[src/rtl/aes_key_schedule_if.sv]
// Bus between the AES-128 key schedule and its encryptor. The master side drives the
// key load and read address, and the slave side returns the round keys and status.
interface aes_key_schedule_if #(
  parameter int unsigned ADDR_W = 4
);
  logic              key_load;
  logic [127:0]      cipher_key;
  logic [ADDR_W-1:0] round_key_addr;
  logic [127:0]      round_key_0;
  logic [127:0]      round_key_input;
  logic              key_busy;
  logic              keys_ready;

  modport master (
    output key_load,
    output cipher_key,
    output round_key_addr,
    input  round_key_0,
    input  round_key_input,
    input  key_busy,
    input  keys_ready
  );

  modport slave (
    input  key_load,
    input  cipher_key,
    input  round_key_addr,
    output round_key_0,
    output round_key_input,
    output key_busy,
    output keys_ready
  );
endinterface

[src/rtl/aes_key_schedule.sv]
// AES-128 key expansion. It produces one 32-bit word per clock and stores round keys
// 1..10 in a register file. Reads are registered and take one cycle.
module aes_key_schedule #(
  parameter int unsigned NUM_ROUNDS = 10,
  parameter int unsigned ADDR_W     = 4
) (
  input  logic              tb_clk,
  input  logic              tb_n_rst,
  aes_key_schedule_if.slave bus
);

  localparam logic [2047:0] SboxTbl = {
    128'h637c777b_f26b6fc5_3001672b_fed7ab76, 128'hca82c97d_fa5947f0_add4a2af_9ca472c0,
    128'hb7fd9326_363ff7cc_34a5e5f1_71d83115, 128'h04c723c3_1896059a_071280e2_eb27b275,
    128'h09832c1a_1b6e5aa0_523bd6b3_29e32f84, 128'h53d100ed_20fcb15b_6acbbe39_4a4c58cf,
    128'hd0efaafb_434d3385_45f9027f_503c9fa8, 128'h51a3408f_929d38f5_bcb6da21_10fff3d2,
    128'hcd0c13ec_5f974417_c4a77e3d_645d1973, 128'h60814fdc_222a9088_46eeb814_de5e0bdb,
    128'he0323a0a_4906245c_c2d3ac62_9195e479, 128'he7c8376d_8dd54ea9_6c56f4ea_657aae08,
    128'hba78252e_1ca6b4c6_e8dd741f_4bbd8b8a, 128'h703eb566_4803f60e_613557b9_86c11d9e,
    128'he1f89811_69d98e94_9b1e87e9_ce5528df, 128'h8ca1890d_bfe64268_41992d0f_b054bb16
  };

  // Entry 0 sits in the top byte, so the slice offset is (255 - x) * 8.
  function automatic logic [7:0] sbox(input logic [7:0] x);
    logic [10:0] idx;
    idx = {~x, 3'b000};
    return SboxTbl[idx +: 8];
  endfunction

  typedef enum logic [1:0] {StIdle, StExpand, StDone} state_e;

  state_e            state_q;
  logic [31:0]       win_q [4];  // w[i-4] .. w[i-1]
  logic [5:0]        cnt_q;
  logic [7:0]        rcon_q;
  logic [127:0]      key_reg_q [NUM_ROUNDS];
  logic [127:0]      rk0_q;
  logic [127:0]      rd_q;
  logic              busy_q;
  logic              ready_q;

  logic [31:0]       rot_word;
  logic [31:0]       sub_word;
  logic [31:0]       temp_word;
  logic [31:0]       new_word;
  logic [7:0]        rcon_nxt;
  logic [3:0]        widx;
  logic [ADDR_W-1:0] rd_addr;
  logic              rd_ok;

  always_comb begin
    rot_word  = {win_q[3][23:0], win_q[3][31:24]};
    sub_word  = {sbox(rot_word[31:24]), sbox(rot_word[23:16]),
                 sbox(rot_word[15:8]), sbox(rot_word[7:0])};
    temp_word = (cnt_q[1:0] == 2'd0) ? (sub_word ^ {rcon_q, 24'h0}) : win_q[3];
    new_word  = win_q[0] ^ temp_word;
    rcon_nxt  = {rcon_q[6:0], 1'b0} ^ (rcon_q[7] ? 8'h1b : 8'h00);
    widx      = cnt_q[5:2] - 4'd1;
    rd_addr   = bus.round_key_addr;
    // A load edge hides the old keys at once, including the read taken on that edge.
    rd_ok     = ready_q && !bus.key_load && (32'(rd_addr) < NUM_ROUNDS);
  end

  always_ff @(posedge tb_clk or negedge tb_n_rst) begin
    if (!tb_n_rst) begin
      state_q <= StIdle;
      for (int i = 0; i < 4; i++) win_q[i] <= '0;
      for (int i = 0; i < int'(NUM_ROUNDS); i++) key_reg_q[i] <= '0;
      cnt_q   <= 6'd4;
      rcon_q  <= 8'h01;
      rk0_q   <= '0;
      rd_q    <= '0;
      busy_q  <= 1'b0;
      ready_q <= 1'b0;
    end else begin
      rd_q <= rd_ok ? key_reg_q[rd_addr] : '0;
      if (bus.key_load) begin
        rk0_q    <= bus.cipher_key;
        win_q[0] <= bus.cipher_key[127:96];
        win_q[1] <= bus.cipher_key[95:64];
        win_q[2] <= bus.cipher_key[63:32];
        win_q[3] <= bus.cipher_key[31:0];
        cnt_q    <= 6'd4;
        rcon_q   <= 8'h01;
        ready_q  <= 1'b0;
        busy_q   <= 1'b1;
        state_q  <= StExpand;
      end else if (state_q == StExpand) begin
        win_q[0] <= win_q[1];
        win_q[1] <= win_q[2];
        win_q[2] <= win_q[3];
        win_q[3] <= new_word;
        cnt_q    <= cnt_q + 6'd1;
        if (cnt_q[1:0] == 2'd0) rcon_q <= rcon_nxt;
        if (cnt_q[1:0] == 2'd3) key_reg_q[widx] <= {win_q[1], win_q[2], win_q[3], new_word};
        if (cnt_q == 6'd43) begin
          busy_q  <= 1'b0;
          ready_q <= 1'b1;
          state_q <= StDone;
        end
      end
    end
  end

  assign bus.round_key_0     = rk0_q;
  assign bus.round_key_input = rd_q;
  assign bus.key_busy        = busy_q;
  assign bus.keys_ready      = ready_q;

endmodule

[src/flat_wrapper.sv]
// flat-port wrapper written by rule: the top's interface ports become plain ports
module aes_key_schedule_flat 
#(
  parameter int unsigned NUM_ROUNDS = 10,
  parameter int unsigned ADDR_W     = 4
)
  (tb_clk, tb_n_rst, bus_key_load, bus_cipher_key, bus_round_key_addr, bus_round_key_0, bus_round_key_input, bus_key_busy, bus_keys_ready);
  aes_key_schedule_if #(.ADDR_W(ADDR_W)) bus_i ();
  input  logic tb_clk;
  input  logic tb_n_rst;
  input wire logic [$bits(bus_i.key_load)-1:0] bus_key_load;
  input wire logic [$bits(bus_i.cipher_key)-1:0] bus_cipher_key;
  input wire logic [$bits(bus_i.round_key_addr)-1:0] bus_round_key_addr;
  output wire logic [$bits(bus_i.round_key_0)-1:0] bus_round_key_0;
  output wire logic [$bits(bus_i.round_key_input)-1:0] bus_round_key_input;
  output wire logic [$bits(bus_i.key_busy)-1:0] bus_key_busy;
  output wire logic [$bits(bus_i.keys_ready)-1:0] bus_keys_ready;
  assign bus_i.key_load = bus_key_load;
  assign bus_i.cipher_key = bus_cipher_key;
  assign bus_i.round_key_addr = bus_round_key_addr;
  assign bus_round_key_0 = bus_i.round_key_0;
  assign bus_round_key_input = bus_i.round_key_input;
  assign bus_key_busy = bus_i.key_busy;
  assign bus_keys_ready = bus_i.keys_ready;
  aes_key_schedule #(.NUM_ROUNDS(NUM_ROUNDS), .ADDR_W(ADDR_W)) u_core (.tb_clk(tb_clk), .tb_n_rst(tb_n_rst), .bus(bus_i));
endmodule
[config.mk]
export PLATFORM = sky130hd
export DESIGN_NAME = aes_key_schedule_flat
export DESIGN_NICKNAME = d
export VERILOG_FILES = /design/src/rtl/aes_key_schedule_if.sv /design/src/rtl/aes_key_schedule.sv /design/src/flat_wrapper.sv
export SDC_FILE = /design/constraint.sdc
export NUM_CORES = 2
export LEC_CHECK = 0
export CAP_MARGIN = 0
export CELL_PAD_IN_SITES_DETAIL_PLACEMENT = 1
export CELL_PAD_IN_SITES_GLOBAL_PLACEMENT = 1
export CORE_ASPECT_RATIO = 1.4
export CORE_MARGIN = 2
export CORE_UTILIZATION = 30
export DETAILED_ROUTE_END_ITERATION = 10
export GPL_TIMING_DRIVEN = 0
export PLACE_DENSITY_LB_ADDON = 0.1
export SYNTH_ARGS = -nofsm -noshare
export SYNTH_HDL_FRONTEND = slang
export SYNTH_SLANG_ARGS = --single-unit
[constraint.sdc]
create_clock -name tb_clk -period 6.1 [get_ports tb_clk]
set_clock_uncertainty 0.1 [all_clocks]
set_input_delay 1.22 -clock tb_clk [delete_from_list [all_inputs] [get_ports tb_clk]]
set_output_delay 1.22 -clock tb_clk [all_outputs]
set_load 0.01 [all_outputs]
==> impl_metrics.yaml <==
pwr:
  pwr-share-seq: 0.323
  irDropWorstVdd_uv: 232
  p_comb_frac: 0.380
  fin_total_pwr_w: 0.0398
  swShare: 0.420
  p_leak_nw: 46.3
  internal_power_w: 0.0231
  power_density_mw_per_mm2: 391
  switchingPower_w: 0.0167
  p_clk_frac: 0.298
timing:
  post-route-period-util: 1.01
  tns_ns: -0.554
  setup_slack_ns: -0.0852
  hold_violations: 0
  fin_crit_ns: 6.19
  whs_ns: 0.140
  finalSetupViolations: 13
  slew_headroom: 0.0321
  clock.fmax_mhz: 162
  tightest_slew_ns: 1.45
  slew_violations: 0
die:
  die-area_sq_mm: 0.290
  io_pins: 393
  start_util: 0.301
  row_count: 232
  core-area_sq_mm: 0.285
  die_h_microns: 636
  die_w_microns: 456
hold_path:
  hp-class: "input pin to async pin"
yosys:
  syn-instance-count: 8663
  synth_edf_count: 0
  synth_xor_area_frac: 0.00754
  async_reset_ff_frac: 1.00
  synthAdderAreaFrac: 0.00847
  synthMuxAreaShare: 0.168
  synth.distinct_cells: 94
  ys_ff_latch: 1680
  avgSynthCellArea_sq_um: 9.89
  synth_warnings: 0
  syn_nets: 8856
  yosys_most_used_dff: "dfrtp_1"
  syn_area_sq_mm: 0.0857
  synth_top_family_by_area: "multiplexers"
  ys_seq_area_frac: 0.491
  synth_compound_area_frac: 0.133
  synthSimpleGateAreaFrac: 0.146
cts:
  h-tree-depth: 4
  numCtsBuffers: 191
  cts_hold_buf: 0
  clk_pin_slew_ns: 0.07
  ctsRootBufferMaster: "clkbuf_16"
  worstSkewPairLatency_ns: 0.89
  clk_path_buf_depth: 4
  cts_tree: "yes"
  cts.sinks: 1680
run_status:
  failed_checks: "setup timing"
  status: "complete, but fails checks"
detailed_routing:
  drcViolationCount: 0
  wl_met1_microns: 182000
  vias_per_cell: 5.63
  top_layer: "met5"
  dr.pass1.iters: 6
  met2_length_microns: 218000
  ant_nets: 0
  met3_length_microns: 25300
  drt_wl_total_microns: 455000
  num_vias: 74200
  wire_per_inst_microns: 34.5
  drtIter0Drc: 6306
setup_path:
  cp_data_arrival_time_ns: 6.83
  cp_max_fo: 15
  worst-path-stages: 15
  start_kind: "register"
  crit_slowest_cell: "a2111oi_0"
  crit_family: "compound AO/OA/AOI/OAI gates"
  max_stage_delay_ns: 0.81
  path_buf_inv: 6
  reg2reg_slack_ns: -0.09
  crit_type: "register to register"
  worstSetupEndpointType: "register"
  worst-r2r-cell-count: 15
  critical_path.cell_chain: "clkbuf_2, clkinvlp_4, buf_4, clkbuf_2, ha_1, or2_2, buf_1, o32a_1, mux4_2, a2111oi_0, a31oi_1, a21oi_1, xnor2_2, buf_8, o21ai_0"
  worstPathRequired_ns: 6.74
  cpMostUsedCell: "clkbuf_2"
placement:
  portBuffers: 388
  finalWeightedCongestion: 0.991
  dp_hpwl_microns: 341000
layout:
  drive_above_1_share: 0.129
  fill_cells: 31900
  area_growth_pct: 18.8
  fin_nets: 9481
  finalCoreUtilization: 0.357
global_routing:
  grt-ovfl-total: 0
  grt_pass1_wl_microns: 639000
  grt_start_max_net_pins: 176
  grt_pass1_vias: 79900
  grt_antenna_before_repair: 56
  grt_usage: 0.309
flow_run:
  drv_cap: 0
## Yosys cell counts, types with 150 or more instances
master / n / area [sq um]
nand2_1: 2093 / 7860
dfrtp_1: 1678 / 42000
o21ai_0: 1015 / 5080
clkbuf_1: 641 / 2410
mux2i_1: 394 / 3940
mux2_2: 319 / 3590
mux4_2: 304 / 6850
a21oi_1: 202 / 1010
nor2_1: 199 / 747
inv_1: 159 / 597
and2_1: 155 / 970
o22ai_1: 150 / 938
## area by class of cell
| cell class | instances | area, sq um | share of cell area |
|---|---|---|---|
| diodes | 14 | 35.0 | 0.000344 |
| clock buffers | 269 | 5530 | 0.0543 |
| well taps | 3744 | 4680 | 0.0460 |
| repair inverters | 1 | 5.00 | 0.0000492 |
| plain buffers | 832 | 3400 | 0.0334 |
| inverters | 166 | 642 | 0.00631 |
| repair buffers | 437 | 4720 | 0.0464 |
| flip-flops and latches | 1680 | 42000 | 0.413 |
| multi-input cells | 5979 | 40100 | 0.394 |
| clock inverters | 62 | 678 | 0.00666 |
## cells by family after synthesis
kind of cell             count (synthesis)
AO/OA/AOI/OAI                         1903
XOR/XNOR                                67
adder cells (fa/ha/maj)                 58
buffers and inverters                 1004
flip-flops                            1680
multiplexers                          1018
AND/OR/NAND/NOR                       2933
## routing by layer
metal	vias to the layer above	GRT usage
met5	-	0
met4	20	0.170
met3	1106	0.0500
met2	2878	0.520
met1	38700	0.378
li1	31500	-
## cells in the final DEF, fill, tap and decap left out, drive strengths merged, types with 48 or more instances in the layout
master,n
and2,158
nor3,74
a211oi,56
o211ai,48
nand3,106
buf,243
nand2b,84
nor2b,76
inv,160
a21oi,202
o22ai,150
mux4,304
ha,58
mux2i,395
nand2,2093
nor2,199
o21ai,1027
dfrtp,1678
clkbuf,907
mux2,319
clkdlybuf4s50,387
a31oi,58
## what timing repair did
| item | CTS | global route |
|---|---|---|
| gates resized for setup | 57 | 26 |
| hold endpoints to repair | 0 | 0 |
| setup endpoints to repair | 345 | 235 |
| pin swaps | 1 | 5 |
| setup buffers | 7 | 7 |
| cloned | 1 | 0 |
## path summary, 6_finish.rpt
path                                       start               endpoint
setup / recovery              u_core.rot_word[9]  u_core.key_reg_q[520]
hold / removal                          tb_n_rst   u_core.key_reg_q[45]
setup reg to reg              u_core.rot_word[9]  u_core.key_reg_q[520]
hold reg to reg            u_core.key_reg_q[581]  u_core.key_reg_q[581]
max in group asynchronous               tb_n_rst   u_core.key_reg_q[88]
min in group tb_clk        u_core.key_reg_q[581]  u_core.key_reg_q[581]
## sequential cells by signal, summed over array words and instances (netlist names)
register	count
u_core.key_reg_q	1280
u_core.bus.round_key_0	128
u_core.bus.round_key_input	128
u_core.win_q	96
u_core.rot_word	32
u_core.rcon_q	8
u_core.cnt_q	6
u_core.state_q	2
## through the flow
| step | instances | setup WS [ns] | area [sq um] |
|---|---|---|---|
| after floorplan | 8663 | 1.82 | 85700 |
| after global placement | 12800 | -76.75 | 94200 |
| after detailed placement | 12800 | -2.88 | 95100 |
| after CTS | 13200 | 0.00302 | 102000 |
| after global routing | 13200 | -0.00814 | 102000 |
| final | 13200 | -0.0852 | 102000 |
## power by group through the flow
| stage | sequential, W | combinational, W | clock [W] |
|---|---|---|---|
| after floorplan | 0.0125 | 0.00710 | 0 |
| after global placement | 0.0131 | 0.0141 | 0 |
| after detailed placement | 0.0130 | 0.0142 | 0 |
| after CTS | 0.0128 | 0.0144 | 0.0122 |
| after global routing | 0.0129 | 0.0155 | 0.0125 |
| final | 0.0128 | 0.0151 | 0.0118 |
(Power assumes the default switching activity.)
